`src/rtl/herald_engine_arbiter_if.sv`:
```
`default_nettype none
// ============================================================================
// Module      : herald_engine_arbiter_if
// Description : Command/response channel between one requester and the
//               herald engine arbiter. The requester drives the command and
//               takes the response; the arbiter accepts the command and
//               returns the result.
// Revision    : 1.0 - initial release
// ============================================================================
interface herald_engine_arbiter_if #(
  parameter int DATA_W = 24,
  parameter int RES_W  = 72
);
  logic              valid;
  logic              ready;
  logic [2:0]        op;
  logic [DATA_W-1:0] a;
  logic [DATA_W-1:0] b;
  logic              rsp_valid;
  logic              rsp_ready;
  logic [RES_W-1:0]  rsp_data;
  logic              rsp_err;

  // Requester side: issues commands, consumes responses
  modport master (
    output valid, op, a, b, rsp_ready,
    input  ready, rsp_valid, rsp_data, rsp_err
  );

  // Arbiter side: accepts commands, produces responses
  modport slave (
    input  valid, op, a, b, rsp_ready,
    output ready, rsp_valid, rsp_data, rsp_err
  );
endinterface
`default_nettype wire

```
`src/rtl/herald_engine_arbiter.sv`:
```
`default_nettype none
// ============================================================================
// Module      : herald_engine_arbiter
// Description : Round-robin arbiter/sequencer sharing one start/busy/get
//               arithmetic engine between two requesters. One command is in
//               flight at a time: start -> wait-not-busy -> get, then the
//               result (or a timeout error) goes back to the issuer.
// Revision    : 1.0 - initial release
// ============================================================================
module herald_engine_arbiter #(
  parameter int         DATA_W   = 24,
  parameter int         RES_W    = 72,
  parameter int         TIMEOUT  = 255,
  parameter logic [2:0] NORES_OP = 3'd7
) (
  input  logic                   clk,
  input  logic                   rst,
  herald_engine_arbiter_if.slave req0,
  herald_engine_arbiter_if.slave req1,
  output logic [2:0]             eng_op,
  output logic [DATA_W-1:0]      eng_a,
  output logic [DATA_W-1:0]      eng_b,
  output logic                   eng_start,
  input  logic                   eng_busy,
  output logic                   eng_get,
  input  logic                   eng_res_valid,
  input  logic [RES_W-1:0]       eng_res
);

  // --------------------------------------------------------------------------
  // Sequencer states
  // --------------------------------------------------------------------------
  localparam logic [2:0] c_st_idle  = 3'd0;
  localparam logic [2:0] c_st_issue = 3'd1;
  localparam logic [2:0] c_st_wait  = 3'd2;
  localparam logic [2:0] c_st_get   = 3'd3;
  localparam logic [2:0] c_st_resp  = 3'd4;

  // Cycle budget for WAIT+GET; the counter is 8 bits since TIMEOUT <= 255
  localparam logic [7:0] c_timeout  = 8'(TIMEOUT);

  // --------------------------------------------------------------------------
  // Registers
  // --------------------------------------------------------------------------
  logic [2:0]        r_state;
  logic              r_last_grant;
  logic              r_owner;
  logic [2:0]        r_op;
  logic [DATA_W-1:0] r_a;
  logic [DATA_W-1:0] r_b;
  logic [RES_W-1:0]  r_data;
  logic              r_err;
  logic [7:0]        r_cnt;
  logic              r_wait_first;

  // --------------------------------------------------------------------------
  // Combinational signals
  // --------------------------------------------------------------------------
  logic [2:0]        w_state_next;
  logic              w_idle;
  logic              w_grant;
  logic              w_accept;
  logic              w_rsp_take;
  logic [7:0]        w_cnt_inc;
  logic              w_expired;
  logic              w_capture;
  logic              w_abort;
  logic              w_nores_done;
  logic [2:0]        w_sel_op;
  logic [DATA_W-1:0] w_sel_a;
  logic [DATA_W-1:0] w_sel_b;

  // Ready is suppressed during reset so every output reads 0 while rst is high
  assign w_idle = (r_state == c_st_idle) && !rst;

  // Round-robin pick: a lone requester wins, a tie goes to the one not served last
  always_comb begin
    w_grant = 1'b0;
    if (req0.valid && req1.valid) begin
      w_grant = ~r_last_grant;
    end else begin
      w_grant = req1.valid;
    end
  end

  assign req0.ready = w_idle && req0.valid && !w_grant;
  assign req1.ready = w_idle && req1.valid &&  w_grant;
  assign w_accept   = req0.ready || req1.ready;

  assign w_sel_op = w_grant ? req1.op : req0.op;
  assign w_sel_a  = w_grant ? req1.a  : req0.a;
  assign w_sel_b  = w_grant ? req1.b  : req0.b;

  // Response completes when the owning requester takes it
  assign w_rsp_take = (r_state == c_st_resp) &&
                      (r_owner ? req1.rsp_ready : req0.rsp_ready);

  // The counter value after this cycle; reaching the budget aborts the command
  assign w_cnt_inc = r_cnt + 8'd1;
  assign w_expired = (w_cnt_inc == c_timeout);

  // Next-state decode; a result capture takes priority over an expiring budget
  always_comb begin
    w_state_next = r_state;
    w_capture    = 1'b0;
    w_abort      = 1'b0;
    w_nores_done = 1'b0;
    case (r_state)
      c_st_idle: begin
        if (w_accept) begin
          w_state_next = c_st_issue;
        end
      end
      c_st_issue: begin
        if (r_op == NORES_OP) begin
          w_nores_done = 1'b1;
          w_state_next = c_st_resp;
        end else begin
          w_state_next = c_st_wait;
        end
      end
      c_st_wait: begin
        // The first WAIT cycle gives the engine time to raise busy
        if (w_expired) begin
          w_abort      = 1'b1;
          w_state_next = c_st_resp;
        end else if (!r_wait_first && !eng_busy) begin
          w_state_next = c_st_get;
        end
      end
      c_st_get: begin
        if (eng_res_valid) begin
          w_capture    = 1'b1;
          w_state_next = c_st_resp;
        end else if (w_expired) begin
          w_abort      = 1'b1;
          w_state_next = c_st_resp;
        end
      end
      c_st_resp: begin
        if (w_rsp_take) begin
          w_state_next = c_st_idle;
        end
      end
      default: begin
        w_state_next = c_st_idle;
      end
    endcase
  end

  // State register; reset abandons any command in flight
  always_ff @(posedge clk or posedge rst) begin
    if (rst) begin
      r_state <= c_st_idle;
    end else begin
      r_state <= w_state_next;
    end
  end

  // Latch the granted command and remember who owns it for the response
  always_ff @(posedge clk or posedge rst) begin
    if (rst) begin
      r_last_grant <= 1'b1;
      r_owner      <= 1'b0;
      r_op         <= 3'd0;
      r_a          <= '0;
      r_b          <= '0;
    end else if (w_accept) begin
      r_last_grant <= w_grant;
      r_owner      <= w_grant;
      r_op         <= w_sel_op;
      r_a          <= w_sel_a;
      r_b          <= w_sel_b;
    end
  end

  // Timeout counter: cleared at start, counts every WAIT and GET cycle
  always_ff @(posedge clk or posedge rst) begin
    if (rst) begin
      r_cnt        <= 8'd0;
      r_wait_first <= 1'b0;
    end else if (r_state == c_st_issue) begin
      r_cnt        <= 8'd0;
      r_wait_first <= 1'b1;
    end else if ((r_state == c_st_wait) || (r_state == c_st_get)) begin
      r_cnt        <= w_cnt_inc;
      r_wait_first <= 1'b0;
    end
  end

  // Result/error register, held stable for the whole RESP phase
  always_ff @(posedge clk or posedge rst) begin
    if (rst) begin
      r_data <= '0;
      r_err  <= 1'b0;
    end else if (w_capture) begin
      r_data <= eng_res;
      r_err  <= 1'b0;
    end else if (w_abort) begin
      r_data <= '0;
      r_err  <= 1'b1;
    end else if (w_nores_done) begin
      r_data <= '0;
      r_err  <= 1'b0;
    end
  end

  // --------------------------------------------------------------------------
  // Outputs
  // --------------------------------------------------------------------------
  assign eng_op    = r_op;
  assign eng_a     = r_a;
  assign eng_b     = r_b;
  assign eng_start = (r_state == c_st_issue);
  assign eng_get   = (r_state == c_st_get);

  assign req0.rsp_valid = (r_state == c_st_resp) && !r_owner;
  assign req1.rsp_valid = (r_state == c_st_resp) &&  r_owner;
  assign req0.rsp_data  = r_data;
  assign req1.rsp_data  = r_data;
  assign req0.rsp_err   = r_err;
  assign req1.rsp_err   = r_err;

endmodule
`default_nettype wire

```
`src/flat_wrapper.sv`:
```
// flat-port wrapper written by rule: the top's interface ports become plain ports
module herald_engine_arbiter_flat 
#(
  parameter int         DATA_W   = 24,
  parameter int         RES_W    = 72,
  parameter int         TIMEOUT  = 255,
  parameter logic [2:0] NORES_OP = 3'd7
)
  (clk, rst, eng_op, eng_a, eng_b, eng_start, eng_busy, eng_get, eng_res_valid, eng_res, req0_valid, req0_op, req0_a, req0_b, req0_rsp_ready, req0_ready, req0_rsp_valid, req0_rsp_data, req0_rsp_err, req1_valid, req1_op, req1_a, req1_b, req1_rsp_ready, req1_ready, req1_rsp_valid, req1_rsp_data, req1_rsp_err);
  herald_engine_arbiter_if #(.DATA_W(DATA_W), .RES_W(RES_W)) req0_i ();
  herald_engine_arbiter_if #(.DATA_W(DATA_W), .RES_W(RES_W)) req1_i ();
  input  logic clk;
  input  logic rst;
  output logic [2:0] eng_op;
  output logic [DATA_W-1:0] eng_a;
  output logic [DATA_W-1:0] eng_b;
  output logic eng_start;
  input  logic eng_busy;
  output logic eng_get;
  input  logic eng_res_valid;
  input  logic [RES_W-1:0] eng_res;
  input wire logic [$bits(req0_i.valid)-1:0] req0_valid;
  input wire logic [$bits(req0_i.op)-1:0] req0_op;
  input wire logic [$bits(req0_i.a)-1:0] req0_a;
  input wire logic [$bits(req0_i.b)-1:0] req0_b;
  input wire logic [$bits(req0_i.rsp_ready)-1:0] req0_rsp_ready;
  output wire logic [$bits(req0_i.ready)-1:0] req0_ready;
  output wire logic [$bits(req0_i.rsp_valid)-1:0] req0_rsp_valid;
  output wire logic [$bits(req0_i.rsp_data)-1:0] req0_rsp_data;
  output wire logic [$bits(req0_i.rsp_err)-1:0] req0_rsp_err;
  input wire logic [$bits(req1_i.valid)-1:0] req1_valid;
  input wire logic [$bits(req1_i.op)-1:0] req1_op;
  input wire logic [$bits(req1_i.a)-1:0] req1_a;
  input wire logic [$bits(req1_i.b)-1:0] req1_b;
  input wire logic [$bits(req1_i.rsp_ready)-1:0] req1_rsp_ready;
  output wire logic [$bits(req1_i.ready)-1:0] req1_ready;
  output wire logic [$bits(req1_i.rsp_valid)-1:0] req1_rsp_valid;
  output wire logic [$bits(req1_i.rsp_data)-1:0] req1_rsp_data;
  output wire logic [$bits(req1_i.rsp_err)-1:0] req1_rsp_err;
  assign req0_i.valid = req0_valid;
  assign req0_i.op = req0_op;
  assign req0_i.a = req0_a;
  assign req0_i.b = req0_b;
  assign req0_i.rsp_ready = req0_rsp_ready;
  assign req0_ready = req0_i.ready;
  assign req0_rsp_valid = req0_i.rsp_valid;
  assign req0_rsp_data = req0_i.rsp_data;
  assign req0_rsp_err = req0_i.rsp_err;
  assign req1_i.valid = req1_valid;
  assign req1_i.op = req1_op;
  assign req1_i.a = req1_a;
  assign req1_i.b = req1_b;
  assign req1_i.rsp_ready = req1_rsp_ready;
  assign req1_ready = req1_i.ready;
  assign req1_rsp_valid = req1_i.rsp_valid;
  assign req1_rsp_data = req1_i.rsp_data;
  assign req1_rsp_err = req1_i.rsp_err;
  herald_engine_arbiter #(.DATA_W(DATA_W), .RES_W(RES_W), .TIMEOUT(TIMEOUT), .NORES_OP(NORES_OP)) u_core (.clk(clk), .rst(rst), .req0(req0_i), .req1(req1_i), .eng_op(eng_op), .eng_a(eng_a), .eng_b(eng_b), .eng_start(eng_start), .eng_busy(eng_busy), .eng_get(eng_get), .eng_res_valid(eng_res_valid), .eng_res(eng_res));
endmodule
```
`config.mk`:
```
export PLATFORM = sky130hd
export DESIGN_NAME = herald_engine_arbiter_flat
export DESIGN_NICKNAME = d
export VERILOG_FILES = /design/src/rtl/herald_engine_arbiter_if.sv /design/src/rtl/herald_engine_arbiter.sv /design/src/flat_wrapper.sv
export SDC_FILE = /design/constraint.sdc
export NUM_CORES = 1
export LEC_CHECK = 0
export BUFFER_PORTS_ARGS = -buffer_cell sky130_fd_sc_hd__buf_2
export CAP_MARGIN = 20
export CORE_AREA = 2 2 148 150
export CTS_BUF_LIST = sky130_fd_sc_hd__clkbuf_8
export DETAILED_ROUTE_END_ITERATION = 7
export DIE_AREA = 0 0 150 152
export GPL_TIMING_DRIVEN = 0
export SYNTH_ARGS = -nofsm -noshare
export SYNTH_HDL_FRONTEND = slang
export SYNTH_SLANG_ARGS = --single-unit
export TNS_END_PERCENT = 20
```
`constraint.sdc`:
```
create_clock -name clk -period 10.01 [get_ports clk]
set_clock_uncertainty 0.1 [all_clocks]
set_input_delay 1.5015 -clock clk [delete_from_list [all_inputs] [get_ports clk]]
set_output_delay 1.5015 -clock clk [all_outputs]
set_load 0.005 [all_outputs]
```
==> metrics.md <==
| Metric | Value |
|---|---|
| Status | `finished clean` |
| Starting Density | `32.6%` |
| Synth Area in Compound Gates | `17.2%` |
| Vias | `6583` |
| Crit-path max cell delay | `0.57 ns` |
| Setup WS pre-CTS | `5.55 ns` |
| WP data required | `8.41 ns` |
| Gr usage total | `20.9%` |
| Post-synthesis sequential area ratio | `49.6%` |
| Clock Latency Late Sink | `0.42 ns` |
| Post-CTS Setup Bufs | `0` |
| Static leakage | `4.58 nW` |
| Clock sinks | `138` |
| Part of the power in registers | `35.0%` |
| Clock group share of total power | `18.3%` |
| R2R depth | `6` |
| Mux share of post-synthesis cell area | `7.65%` |
| Synth top area cells | `dfrtp_1, a221o_1, buf_4` |
| Routed Antenna Nets | `0` |
| Asr flop ratio synth | `100%` |
| Synth Area in Simple Gates | `12.9%` |
| Worst setup startpoint | `req0_valid` |
| Placed cell count | `1312` |
| Final TNS setup | `0 ns` |
| Post-synth top area share | `49.2%` |
| DIE HEIGHT | `152 um` |
| Setup violations, final | `0` |
| Cell Pwr Density | `273 nW/um^2` |
| Internal Power | `0.00168 W` |
| I/O pins | `385` |
| Yosys cell types | `45` |
| CTS tree | `done` |
| Worst setup path endpoint | `req0_ready` |
| Main flop type after synthesis | `dfrtp_1` |
| #FFs+latches synth | `138` |
| DIE AREA | `22800 sq um` |
| Worst setup EP type | `output port` |
| Crit-path cells | `buf_2 > a21boi_1 > buf_2 > clkbuf_1 > nor2_1 > buf_2` |
| Worst hold slack | `0.408 ns` |
| Via density per instance | `4.89` |
| Synth Area in XOR/XNOR | `0.252%` |
| Non-Filler Instances | `1345` |
| CP max FO | `10` |
| Peak supply drop | `0.000104 V` |
| Post-synthesis adder-cell area fraction | `0.359%` |
| Synthesis-to-layout area growth | `39.1%` |
| Critical R2R Launch | `u_core.r_state[2]$_DFFE_PP0P_` |
| Wirelength per Cell | `18.2 um` |
| EDFF count, synth | `0` |
| Switching Share | `36.6%` |
| Max-slew headroom | `37.5%` |
| R2r endpoint | `u_core.req0.rsp_data[60]$_DFFE_PP0P_` |
| Antenna violations before repair | `5` |
| Syn Area/Cell | `10.8 sq um` |
| Global-route wire length before repair | `36800 um` |
| Worst min path class | `flop to flop` |
| Clock Tree Buf Depth | `2` |
| DRC viols | `0` |
| Grt ovf | `0` |
| FP Rows | `54` |
| Post-CTS Hold Buffers | `0` |
| Largest family of logic cells by synthesized area | `compound AO/OA/AOI/OAI gates` |
| Startpoint Class | `input port` |
| Synth Cell Area | `6960 sq um` |
| Net Sw Power | `0.000968 W` |
| HPWL after detailed placement | `18700 um` |
| Worst-margin pin slew | `0.934 ns` |
| Crit Path Class | `input port to output port` |
| 1st-pass router iterations | `4` |
| CTS buffer count | `17` |
| Total wire length | `24500 um` |
| # nets final | `1235` |
| Setup slack on the worst flop-to-flop path | `7.57 ns` |
| Fin. Hold Viols | `0` |
| Finished Core Util | `45.4%` |
| Gate power share | `46.8%` |
| Root Driver | `clkbuf_8` |
| Mapped Cells | `647` |
| Yosys top cell by area | `dfrtp_1` |
| Syn_nets | `831` |
| Max Clock Freq | `0.225 GHz` |
| Minimum clock period | `4.44 ns` |
| H-tree depth | `4` |
| Period utilization | `44.4%` |
| Core Footprint | `21400 sq um` |
| Most used cell, CP | `buf_2` |
| Worst Path Arrival | `2.84 ns` |
| Slowest cell on the critical path | `clkbuf_1` |
| Port Buf Inserts | `384` |
| Slew Limit Fails | `0` |
| 1st-iter DRT viols | `327` |
| Vias in the first global route | `6446` |
| Final setup margin | `5.57 ns` |
| Die W | `150 um` |
| Worst-path clk slew | `0.08 ns` |
| Synth warn | `0` |
| RSZ-0062 raised after global routing | `no` |
| Pin count of the biggest net entering global routing | `76` |
| Max-cap viol count | `0` |
| Share of cells above drive strength 1 | `49.5%` |
| Post-CTS sizing | `0` |
| GPL Wtd Cong | `0.830` |
Yosys cell counts (all sizes together) (3+ instances only):
master / number
a22o: 4
a221o: 72
a21oi: 55
o21ai: 12
nor2: 61
dfrtp: 137
nand2: 18
mux2i: 51
buf: 100
nand3: 6
and3: 74
inv: 3
clkbuf: 24
registers in the layout, indices dropped and copies added, names as in the netlist:
| register | flops |
|---|---|
| u_core.req0.rsp_data | 72 |
| u_core.r_owner | 1 |
| u_core.r_state | 3 |
| u_core.r_wait_first | 1 |
| u_core.eng_b | 24 |
| u_core.eng_a | 24 |
| u_core.r_cnt | 8 |
| u_core.r_last_grant | 1 |
| u_core.req0.rsp_err | 1 |
| u_core.eng_op | 3 |
critical path: cells and delay by family:
family | cells | cell delay, ns
AOI/OAI and AO/OA | 1 | 0.12
buffers and inverters | 4 | 1.11
and+or+nand+nor | 1 | 0.12
kinds of logic after synthesis:
group | Yosys count
simple gates | 172
compound gates | 153
flops | 138
buf+inv | 127
mux | 53
xor+xnor | 2
fa+ha+maj | 2
layout by cell type (no fill, tap or decap), types with 2 or more instances in the layout:
master and n:
nand3_1 5, bufinv_16 3, a21oi_1 54, a22o_1 4, mux2_2 2, clkinv_2 3
a221o_1 72, diode_2 3, nor2_1 61, buf_6 7, clkbuf_1 24, dfrtp_1 137
clkinvlp_4 2, o21ai_1 3, buf_4 76, nor3_1 2, buf_2 400, o21a_1 2
clkinv_4 2, mux2i_1 51, ha_1 2, a21o_1 2, clkbuf_8 19, and2_1 2
inv_6 2, nand4_1 2, o21ai_0 8, nand2_1 17, and3_1 74
routing by layer:
layer / share of wire, % / up-vias / global-route usage (%) / wire length, um
met5: 0.053 / - / 0 / 13
li1: - / 3119 / - / -
met4: 1.4 / 2 / 5.12 / 341
met1: 41 / 3138 / 25.4 / 10000
met2: 49 / 304 / 36.1 / 12100
met3: 8.4 / 20 / 6.01 / 2070
how the worst min path moves through the flow:
| stage | startpoint | cells past startpoint | slack (ns) | end |
|---|---|---|---|---|
| final | u_core.r_wait_first$_DFFE_PP0P_ | 2 | 0.41 | u_core.r_wait_first$_DFFE_PP0P_ |
| after global routing | u_core.r_wait_first$_DFFE_PP0P_ | 2 | 0.45 | u_core.r_wait_first$_DFFE_PP0P_ |
| after CTS | u_core.r_wait_first$_DFFE_PP0P_ | 2 | 0.41 | u_core.r_wait_first$_DFFE_PP0P_ |
| after detailed placement | u_core.r_wait_first$_DFFE_PP0P_ | 2 | 0.39 | u_core.r_wait_first$_DFFE_PP0P_ |
| after global placement | u_core.r_last_grant$_DFFE_PP1P_ | 2 | 0.37 | u_core.r_last_grant$_DFFE_PP1P_ |
| after floorplan | u_core.r_last_grant$_DFFE_PP1P_ | 2 | 0.36 | u_core.r_last_grant$_DFFE_PP1P_ |
through the flow:
| step | power, W | cell area, sq um |
|---|---|---|
| 2_1_floorplan | 0.00167 | 6960 |
| 3_3_place_gp | 0.00216 | 9240 |
| 3_5_place_dp | 0.00218 | 9270 |
| 4_1_cts | 0.00267 | 9680 |
| 5_1_grt | 0.00283 | 9680 |
| 6_report | 0.00264 | 9680 |
power groups by stage:
stage	Combinational, W	Clock [W]	Sequential (W)
floorplan	0.000755	0	0.000918
global placement	0.00123	0	0.000928
detailed placement	0.00125	0	0.000933
CTS	0.00125	0.000496	0.000925
global route	0.00136	0.000516	0.000953
finish	0.00124	0.000483	0.000925
layout make-up:
type	count	area [sq um]
Fill cell	2100	11700
Sequential cell	138	3450
Multi-Input combinational cell	382	2680
Timing Repair Buffer	385	1950
Buffer	124	823
Tap cell	280	350
Clock buffer	19	262
Clock inverter	11	146
Inverter	3	16.3
Antenna cell	3	7.51
Power figures use the tool's default switching activity.
